--- src/rtl/bldc_commutator_dt.sv ---
// ============================================================================
//  Module      : bldc_commutator_dt
//  Description : Clocked six-step Hall commutator with input synchronisation,
//                debounce, dead-time insertion, direction select, PWM chopping
//                of the high sides, invalid-Hall fault and Hall period / stall
//                measurement.
//  Revision    : 1.0  initial release
// ============================================================================
`default_nettype none

module bldc_commutator_dt #(
   parameter int DEBOUNCE_CYCLES = 4,
   parameter int DEADTIME_CYCLES = 8,
   parameter int PERIOD_W        = 16
) (
   input  logic                clk,
   input  logic                rst,
   input  logic                en,
   input  logic                dir,
   input  logic                pwm_in,
   input  logic                h1,
   input  logic                h2,
   input  logic                h3,
   output logic                a,
   output logic                b,
   output logic                c,
   output logic                aa,
   output logic                bb,
   output logic                cc,
   output logic [2:0]          sector,
   output logic                fault,
   output logic [PERIOD_W-1:0] hall_period,
   output logic                stall
);

   localparam int DB_W = $clog2(DEBOUNCE_CYCLES + 1);
   localparam int DT_W = $clog2(DEADTIME_CYCLES + 1);
   localparam logic [DB_W-1:0]     DB_LAST = DB_W'(DEBOUNCE_CYCLES - 1);
   localparam logic [DT_W-1:0]     DT_LAST = DT_W'(DEADTIME_CYCLES - 1);
   localparam logic [PERIOD_W-1:0] PER_MAX = '1;

   typedef enum logic [1:0] {
      ST_IDLE  = 2'd0,
      ST_DEAD  = 2'd1,
      ST_DRIVE = 2'd2,
      ST_FAULT = 2'd3
   } state_t;

   state_t              state;
   logic [2:0]          sync1;
   logic [2:0]          sync2;
   logic [DB_W-1:0]     db_cnt;
   logic [2:0]          hall_q;
   logic                dir_q;
   logic [DT_W-1:0]     dead_cnt;
   logic [PERIOD_W-1:0] per_cnt;
   logic [5:0]          pattern;   // {A,B,C,AA,BB,CC} before PWM chopping

   logic accept;
   logic invalid;
   logic dir_chg;

   // Gate pattern for a Hall code; reverse swaps the high and low phases.
   function automatic logic [5:0] phase_pattern(input logic [2:0] code, input logic rev);
      logic [5:0] p;
      case (code)
         3'b100:  p = {3'b100, 3'b010};
         3'b110:  p = {3'b100, 3'b001};
         3'b010:  p = {3'b010, 3'b001};
         3'b011:  p = {3'b010, 3'b100};
         3'b001:  p = {3'b001, 3'b100};
         3'b101:  p = {3'b001, 3'b010};
         default: p = 6'b000000;
      endcase
      return rev ? {p[2:0], p[5:3]} : p;
   endfunction

   // A new code is taken once it has been stable long enough and differs from the held one.
   assign accept  = (sync2 != hall_q) && (db_cnt >= DB_LAST);
   assign invalid = (sync2 == 3'b000) || (sync2 == 3'b111);
   assign dir_chg = (dir != dir_q);

   // Two-stage synchroniser, stability counter and accepted Hall code.
   always_ff @(posedge clk) begin
      if (rst) begin
         sync1  <= 3'b000;
         sync2  <= 3'b000;
         db_cnt <= '0;
         hall_q <= 3'b000;
      end else begin
         sync1 <= {h1, h2, h3};
         sync2 <= sync1;
         if (sync1 != sync2)
            db_cnt <= '0;
         else if (db_cnt < DB_LAST)
            db_cnt <= db_cnt + DB_W'(1);
         if (accept)
            hall_q <= sync2;
      end
   end

   // Saturating Hall period counter, captured on every accepted change.
   always_ff @(posedge clk) begin
      if (rst) begin
         per_cnt     <= '0;
         hall_period <= '0;
      end else if (accept) begin
         hall_period <= per_cnt;
         per_cnt     <= PERIOD_W'(1);
      end else if (per_cnt != PER_MAX) begin
         per_cnt <= per_cnt + PERIOD_W'(1);
      end
   end

   assign stall = (per_cnt == PER_MAX);

   // Commutation FSM with registered gate pattern and fault flag.
   always_ff @(posedge clk) begin
      if (rst) begin
         state    <= ST_IDLE;
         dead_cnt <= '0;
         dir_q    <= 1'b0;
         fault    <= 1'b0;
         pattern  <= 6'b000000;
      end else begin
         dir_q   <= dir;
         pattern <= 6'b000000;
         fault   <= 1'b0;
         if (!en) begin
            state <= ST_IDLE;
         end else begin
            case (state)
               ST_IDLE: begin
                  state    <= ST_DEAD;
                  dead_cnt <= '0;
               end
               ST_DEAD: begin
                  if (accept && invalid) begin
                     state <= ST_FAULT;
                     fault <= 1'b1;
                  end else if (accept || dir_chg) begin
                     dead_cnt <= '0;
                  end else if (dead_cnt == DT_LAST) begin
                     state   <= ST_DRIVE;
                     pattern <= phase_pattern(hall_q, dir_q);
                  end else begin
                     dead_cnt <= dead_cnt + DT_W'(1);
                  end
               end
               ST_DRIVE: begin
                  if (accept && invalid) begin
                     state <= ST_FAULT;
                     fault <= 1'b1;
                  end else if (accept || dir_chg) begin
                     state    <= ST_DEAD;
                     dead_cnt <= '0;
                  end else begin
                     pattern <= phase_pattern(hall_q, dir_q);
                  end
               end
               default: begin
                  state <= ST_FAULT;
                  fault <= 1'b1;
               end
            endcase
         end
      end
   end

   // Sector number of the accepted code, 7 for the two impossible codes.
   always_comb begin
      sector = 3'd7;
      case (hall_q)
         3'b100:  sector = 3'd0;
         3'b110:  sector = 3'd1;
         3'b010:  sector = 3'd2;
         3'b011:  sector = 3'd3;
         3'b001:  sector = 3'd4;
         3'b101:  sector = 3'd5;
         default: sector = 3'd7;
      endcase
   end

   assign a  = pattern[5] & pwm_in;
   assign b  = pattern[4] & pwm_in;
   assign c  = pattern[3] & pwm_in;
   assign aa = pattern[2];
   assign bb = pattern[1];
   assign cc = pattern[0];

endmodule

`default_nettype wire

--- config.mk ---
export PLATFORM = sky130hd
export DESIGN_NAME = bldc_commutator_dt
export DESIGN_NICKNAME = d
export VERILOG_FILES = /design/src/rtl/bldc_commutator_dt.sv
export SDC_FILE = /design/constraint.sdc
export NUM_CORES = 1
export LEC_CHECK = 0
export ABC_AREA = 1
export CAP_MARGIN = 20
export CORE_UTILIZATION = 40
export CTS_BUF_LIST = sky130_fd_sc_hd__clkbuf_2
export CTS_CLUSTER_DIAMETER = 30
export DETAILED_ROUTE_END_ITERATION = 6
export GPL_TIMING_DRIVEN = 1
export PLACE_DENSITY_LB_ADDON = 0.2
export SETUP_SLACK_MARGIN = 0.02
export SLEW_MARGIN = 20
export SYNTH_ARGS = -nofsm -noshare
export SYNTH_HDL_FRONTEND = slang
export SYNTH_SLANG_ARGS = --single-unit
--- constraint.sdc ---
create_clock -name clk -period 1.7 [get_ports clk]
set_clock_uncertainty 0.05 [all_clocks]
set_input_delay 0.255 -clock clk [delete_from_list [all_inputs] [get_ports clk]]
set_output_delay 0.255 -clock clk [all_outputs]
set_load 0.01 [all_outputs]
==> PnR_summary.wiki, run 1 <==
{| class="wikitable"
! Metric !! Value
|-
| Family with the most delay on the worst path || simple AND/OR/NAND/NOR gates
|-
| Area of the die || between 7000 and 8000 µm²
|-
| Cell chain of the critical path || ha_4 -> nand4_1 -> nor2_2 -> nand2_2 -> nor2_4 -> nand2_2 -> inv_2 -> buf_6
|-
| Power per unit of standard cell area || 699 nW/µm²
|-
| Ports placed on the boundary || 35
|-
| Growth of design area from synthesis to finish || 49.7%
|-
| Routed wirelength normalized by instance count || 12.7 µm
|-
| Startpoint of the worst setup timing path || per_cnt[0]
|-
| Nets@finish || 492
|-
| Final antenna diode count || 0
|-
| Final critical-path required period || 1.98 ns
|-
| Share of synthesized flip-flops with an asynchronous set or reset || 0%
|-
| Combinational cell fraction of total power || 11.7%
|-
| Residual DRC || 0
|-
| Predominant post-synthesis flop cell || sky130_fd_sc_hd__dfxtp_1
|-
| Synth cell types || 31
|-
| Power share of the clock group || 39.6%
|-
| Detailed-router iteration count before antenna repair || 4
|-
| Level count of the clock H-tree || 3
|-
| Critical Path Source Type || flip-flop
|-
| Worst stage delay on the critical path || approximately 0.39 ns
|-
| Startpoint of the worst register-to-register path || hall_q[0]
|-
| Non-filler instance count after layout || 560
|-
| Data required time at the worst endpoint || 1.39 ns
|-
| Unrepaired setup endpoints after global routing || yes
|-
| Maximum vdd drop || 417 µV
|-
| Synth warn || 0
|-
| Worst hold path depth || 3
|-
| Tightest Hold Check Type || input pin to flip-flop
|-
| Net count after synthesis || about 390
|-
| F_max || 0.504 GHz
|-
| Cell type with the largest total area after synthesis || sky130_fd_sc_hd__dfxtp_1
|-
| Worst hold slack || 0.189 ns
|-
| Number of max-capacitance violations reported || 0
|-
| Initial standard-cell utilization of the core || 41.4%
|-
| Clk_lat worst skew || roughly 0.50 ns
|-
| Number of instances in the synthesized netlist || 376
|-
| Overall routed net length || 7100 µm
|-
| Total leakage power || 1.97 nW
|-
| Category of the critical setup timing path || flip-flop to output pin
|-
| CTS tree || yes
|-
| Final Wtd Congestion || a little over 0.8
|-
| Vias/cell || 5.04
|-
| CP Capture Type || output pin
|-
| Worst slew margin relative to its limit || between 70% and 80%
|-
| Total number of vias || 2,824
|-
| Post-Syn Area per Cell || ~7.4 µm²
|-
| Net switching power figure || 0.742 mW
|-
| Wire length of the first global-routing pass || 11,700 µm
|-
| Via count of the first global-routing pass || 2,686
|-
| Worst-path maximum fanout || 3
|-
| Sequential fraction of design power || 48.6%
|-
| Total internal power || 2.18 mW
|-
| Run status || finished with violations
|-
| Number of failing setup endpoints in the final timing report || 16
|-
| Worst hold start || h3
|-
| Number of flip-flops and latches in the synthesized netlist || 58
|-
| Crit path max-delay cell type || sky130_fd_sc_hd__dfxtp_2
|-
| Flop-to-flop setup slack || -0.13 ns
|-
| Net Sw Frac || 25.4%
|-
| Post-Syn Area || about 2800 µm²
|-
| Capturing point of the worst reg2reg path || dead_cnt[3]
|-
| Most frequent cell after synthesis || sky130_fd_sc_hd__nor2_1
|-
| Crit path setup slack, layout || -0.283 ns
|-
| Post-route ant nets || 0
|-
| CTS Root Cell || sky130_fd_sc_hd__clkbuf_2
|-
| Maximum count of clock buffers along a single path || 2
|-
| Worst Path Arrival || around 1.7 ns
|-
| Seq/Total Area, Yosys || between 40% and 50%
|-
| Length in cells of the worst reg-to-reg path || 14
|-
| Final Hold Viols || 0
|-
| Worst slew pin tran || 0.367 ns
|-
| Share of post-route cells with drive strength above 1 || between 30% and 40%
|-
| Number of enable-type register cells in the synthesized netlist || 0
|-
| Initial drt markers || 102
|-
| Endpoint with the worst hold slack || sync1[0]
|-
| Clock sink total || 58
|-
| Total overflow reported by the global router || 0
|-
| CTS Buf Count || 9
|-
| Most frequent cells after synthesis || sky130_fd_sc_hd__nor2_1 (66), sky130_fd_sc_hd__dfxtp_1 (58), sky130_fd_sc_hd__nand2_1 (49)
|-
| Cell type with the highest occurrence count on the critical path || sky130_fd_sc_hd__nand2_2
|-
| Clock-pin slew of the registers on the worst-case setup and hold paths || 0.18 ns
|-
| Post-synth top area share || 41.5%
|-
| Total of buffers placed on input and output ports || 34
|-
| Top area cells in the synthesized netlist || sky130_fd_sc_hd__dfxtp_1 (42%), sky130_fd_sc_hd__nor2_1 (8.9%), sky130_fd_sc_hd__nand2_1 (6.6%)
|-
| Count of standard-cell rows || 30
|-
| Pin count of the biggest net entering global routing || 18
|-
| Number of pins with negative max-slew slack in the final report || 0
|-
| DP Cell Count || around 520
|-
| Width of the die || ~86 µm
|-
| Detailed placement HPWL || 4700 µm
|-
| Vertical die dimension || 85.6 µm
|-
| Antenna violations before repair || 0
|-
| Share of the cycle needed by the critical path after routing || 117%
|-
| Overall track demand over capacity in global routing || 20.4%
|-
| Area of the core || 6760 µm²
|-
| Buffers and inverters on the worst path || 2
|-
| Violations in the final reports || negative setup slack
|}
==> power groups by stage <==
| stage | clock (mW) | combinational, mW | sequential (mW) |
|---|---|---|---|
| CTS | 1.18 | 0.300 | 1.42 |
| finish | 1.16 | 0.344 | 1.42 |
| global placement | 0 | 0.277 | 1.45 |
| floorplan | 0 | 0.178 | 1.45 |
| global route | 1.24 | 0.383 | 1.43 |
| detailed placement | 0 | 0.282 | 1.45 |
==> area by class of cell <==
type	count	area [µm²]
inverter	48	208
clock inverter	6	105
tap	80	100
sequential	58	1180
clock buffer	10	50.0
multi-input combinational	260	1680
fill	597	2570
timing repair buffer	98	865
==> worst max path at each step <==
stage,to,slack [ns],cells after the start
floorplan,dead_cnt[0],0.10,11
global placement,stall,-0.25,8
detailed placement,stall,-0.30,8
CTS,stall,-0.38,8
global route,stall,-0.42,8
finish,stall,-0.28,8
==> stage by stage <==
step | power [mW] | worst slack [ns] | TNS, ns | instance area [µm²] | util [%]
after global placement | 1.72 | -0.253 | -0.686 | 3510 | 51.9
after CTS | 2.90 | -0.380 | -1.33 | 3850 | 56.9
after detailed placement | 1.73 | -0.298 | -0.901 | 3510 | 51.9
after floorplan | 1.62 | 0.104 | 0 | 2800 | -
final | 2.93 | -0.283 | -1.25 | 4190 | 62.0
after global routing | 3.05 | -0.424 | -3.75 | 4190 | 62.0
==> cells in the final DEF, fill, tap and decap left out, types with 14 or more instances in the layout <==
cell type / Yosys / routed
sky130_fd_sc_hd__nor2_2: 8 / 14
sky130_fd_sc_hd__o21ai_0: 36 / 22
sky130_fd_sc_hd__dlygate4sd2_1: 0 / 20
sky130_fd_sc_hd__buf_4: 1 / 50
sky130_fd_sc_hd__inv_1: 42 / 38
sky130_fd_sc_hd__a21oi_1: 31 / 19
sky130_fd_sc_hd__nor2_1: 66 / 49
sky130_fd_sc_hd__nand2_1: 49 / 43
sky130_fd_sc_hd__dfxtp_1: 58 / 45
==> timing repair <==
item,in CTS,in global routing
pin swaps,13,29
cloned,1,1
setup endpoints to repair,41,49
hold buffers,0,0
resized for setup,80,96
setup buffers,16,10
==> worst min-delay path, cell delays in order <==
cell and delay [ns]:
sky130_fd_sc_hd__clkdlybuf4s50_1 0.39, sky130_fd_sc_hd__inv_1 0.05, sky130_fd_sc_hd__nor2_1 0.03
==> cells by family after synthesis <==
family / share of synthesized area (%)
xor+xnor: 4.43
fa+ha+maj: 4.03
flops: 41.5
simple gates: 28.0
buf+inv: 8.72
compound gates: 13.3
==> registers in the layout, summed over array words and instances (netlist names) <==
signal       cells
db_cnt           3
dead_cnt         4
dir_q            1
fault            1
hall_period     16
hall_q           3
pattern          6
per_cnt         16
state            2
sync1            3
sync2            3
==> routing by layer <==
metal / global-route usage, % / wire length, µm
met3: 5.39 / 328
met1: 23.2 / 2950
met5: 0 / 0
met2: 35.1 / 3650
met4: 10.8 / 174
Power figures use the tool's default switching activity.
==> run 2: changes to the inputs <==
- CORE_ASPECT_RATIO: default -> 0.6
==> run 2 against run 1 <==
  * The flow still finishes with violations (negative setup slack)
  * Sequential power is essentially flat
  * Critical path depth grew 4
  * Clock power shrank 38%
  * Utilization grew 3.0 points
  * Largest power group unchanged
==> PnR_summary.wiki, run 2 (same netlist as run 1, synthesis figures left out) <==
{| class="wikitable"
! Metric !! Value
|-
| Total overflow reported by the global router || 0
|-
| Overall track demand over capacity in global routing || between 20% and 30%
|-
| Clock sink total || 58
|-
| Level count of the clock H-tree || 3
|-
| Final Hold Viols || 0
|-
| Detailed-router iteration count before antenna repair || 5
|-
| Area of the die || 7340 µm²
|-
| Vertical die dimension || 66.8 µm
|-
| Total number of vias || approximately 2,900
|-
| Maximum count of clock buffers along a single path || 2
|-
| Number of max-capacitance violations reported || 0
|-
| Worst Path Arrival || 2.49 ns
|-
| Area of the core || 6710 µm²
|-
| Pin count of the biggest net entering global routing || 17
|-
| Capturing point of the worst reg2reg path || per_cnt[6]
|-
| CTS Root Cell || sky130_fd_sc_hd__clkbuf_2
|-
| Length in cells of the worst reg-to-reg path || 12
|-
| Cts-stage hold buffer count || 0
|-
| Crit path setup slack, layout || -0.400 ns
|-
| Post-route ant nets || 0
|-
| Number of failing setup endpoints in the final timing report || 36
|-
| Total leakage power || 2.02 nW
|-
| Sum of internal, switching and leakage power || 2.50 mW
|-
| CTS tree || yes
|-
| Share of the cycle needed by the critical path after routing || 124%
|-
| Flop-to-flop setup slack || -0.40 ns
|-
| Worst slew pin tran || ~0.39 ns
|-
| Combinational cell fraction of total power || between 10% and 20%
|-
| Count of standard-cell rows || 23
|-
| CTS Buf Count || 9
|-
| Width of the die || 110 µm
|-
| Residual DRC || 0
|-
| Most common library cell in the layout ignoring fill and taps || sky130_fd_sc_hd__buf_4
|-
| CP Capture Type || flip-flop
|-
| Unrepaired setup endpoints after global routing || yes
|-
| Top Registers || hall_period: 16 flops, per_cnt: 16 flops, pattern: 6 flops
|-
| Final Wtd Congestion || 0.905
|-
| Ports placed on the boundary || 35
|-
| Routed wirelength normalized by instance count || about 13 µm
|-
| Number of pins with negative max-slew slack in the final report || 0
|-
| Final antenna diode count || 0
|-
| Startpoint of the worst register-to-register path || per_cnt[1]
|-
| Maximum vdd drop || 353 µV
|-
| Growth of design area from synthesis to finish || 55.8%
|-
| Endpoint with the worst hold slack || sync1[1]
|-
| Tightest Hold Check Type || input pin to flip-flop
|-
| Non-filler instance count after layout || 585
|-
| Buffers and inverters on the worst path || 8
|-
| Crit path max-delay cell type || sky130_fd_sc_hd__dfxtp_2
|-
| Worst slew margin relative to its limit || roughly 74%
|-
| Total of buffers placed on input and output ports || 34
|-
| Overall routed net length || 7870 µm
|-
| Worst stage delay on the critical path || 0.38 ns
|-
| DP Cell Count || 541
|-
| Sequential fraction of design power || 56.9%
|-
| Net switching power figure || between 0.7 and 0.8 mW
|-
| Final critical-path required period || 2.10 ns
|-
| Run status || finished with violations
|-
| F_max || 0.476 GHz
|-
| Critical Path Source Type || flip-flop
|-
| Worst hold start || h2
|-
| Data required time at the worst endpoint || roughly 2.1 ns
|-
| Cell type with the highest occurrence count on the critical path || sky130_fd_sc_hd__buf_4
|-
| Clock-pin slew of the registers on the worst-case setup and hold paths || 0.16 ns
|-
| Cell chain of the critical path || ha_4 -> nand4_1 -> buf_4 -> buf_4 -> buf_4 -> buf_4 -> buf_4 -> buf_4 -> buf_4 -> buf_4 -> or2_4 -> a21oi_2
|-
| Power share of the clock group || 28.9%
|-
| Commonest cells after routing, fill and taps aside || sky130_fd_sc_hd__buf_4 (61), sky130_fd_sc_hd__nor2_1 (47), sky130_fd_sc_hd__dfxtp_1 (46)
|-
| Net Sw Frac || a little under a third
|-
| Wire length of the first global-routing pass || 12,000 µm
|-
| Initial drt markers || around 130
|-
| Total internal power || 1.74 mW
|-
| Vias/cell || 4.91
|-
| Category of the critical setup timing path || flip-flop to flip-flop
|-
| Nets@finish || 510
|-
| Worst-path maximum fanout || 2
|-
| Antenna violations before repair || 0
|-
| Initial standard-cell utilization of the core || 41.7%
|-
| Via count of the first global-routing pass || around 2,500
|-
| Detailed placement HPWL || 5100 µm
|-
| Violations in the final reports || negative setup slack
|-
| Clk_lat worst skew || 0.51 ns
|-
| Share of post-route cells with drive strength above 1 || 41.2%
|-
| Family with the most delay on the worst path || buffers and inverters
|-
| Power per unit of standard cell area || approximately 570 nW/µm²
|-
| Worst hold path depth || 3
|}
-- run 2: changes by cell type in the layout (fill, tap and decap cells not counted), sizes merged --
cell          change
clkbuf            +1
dlymetal6s2s      -3
clkinvlp          +1
inv               -1
dlygate4sd2       +3
buf              +17
bufinv            -3
clkinv            +3
-- run 2: timing repair --
action,CTS,global route
cloned,0,1
setup buffers,22,9
resized for setup,90,110
setup endpoints to repair,51,48
pin swaps,21,32
-- run 2: tightest hold or removal path, delay by kind of cell --
family / cells / cell delay, ns
buf+inv: 2 / 0.44
simple gates: 1 / 0.03
-- run 2: how the worst max path moves through the flow --
stage          startpoint     endpoint  cells past startpoint
5_1_grt        per_cnt[1]   per_cnt[6]                     12
2_1_floorplan   db_cnt[0]  dead_cnt[0]                     11
6_report       per_cnt[1]   per_cnt[6]                     12
3_5_place_dp   per_cnt[0]        stall                      8
3_3_place_gp   per_cnt[0]        stall                      8
4_1_cts        per_cnt[1]        stall                      8
-- run 2: power by group through the flow --
stage,logic (mW),clock network [mW],registers (mW)
after floorplan,0.178,0,1.45
after global placement,0.282,0,1.45
after detailed placement,0.287,0,1.45
after CTS,0.299,0.747,1.42
after global routing,0.393,0.820,1.43
final,0.356,0.723,1.42
-- run 2: area by class of cell --
cell class / count / area, µm²
clock buffers: 10 / 50.0
clock inverters: 6 / 33.8
fillers: 528 / 2350
inverters: 48 / 214
multi-input cells: 260 / 1720
flip-flops and latches: 58 / 1180
well taps: 87 / 109
repair buffers: 116 / 1050
-- run 2: routing by layer --
metal / up-vias / routed length [µm] / global-route usage [%]
li1: 1456 / - / -
met1: 1315 / 3700 / 31.5
met2: 89 / 3410 / 31.2
met3: 13 / 650 / 7.93
met4: 0 / 112 / 7.17
met5: - / 0 / 0
-- run 2: stage by stage --
stage               instance area [µm²]  hold slack [ns]  setup TNS [ns]  utilization, %  setup slack, ns
floorplan                          2800            0.312               0               -            0.104
global placement                   3590            0.385          -0.563            53.5           -0.200
detailed placement                 3590            0.384          -0.783            53.5           -0.268
CTS                                3910            0.160           -1.51            58.4           -0.406
global route                       4360            0.147           -7.05            65.0           -0.496
finish                             4360            0.196           -2.42            65.0           -0.400
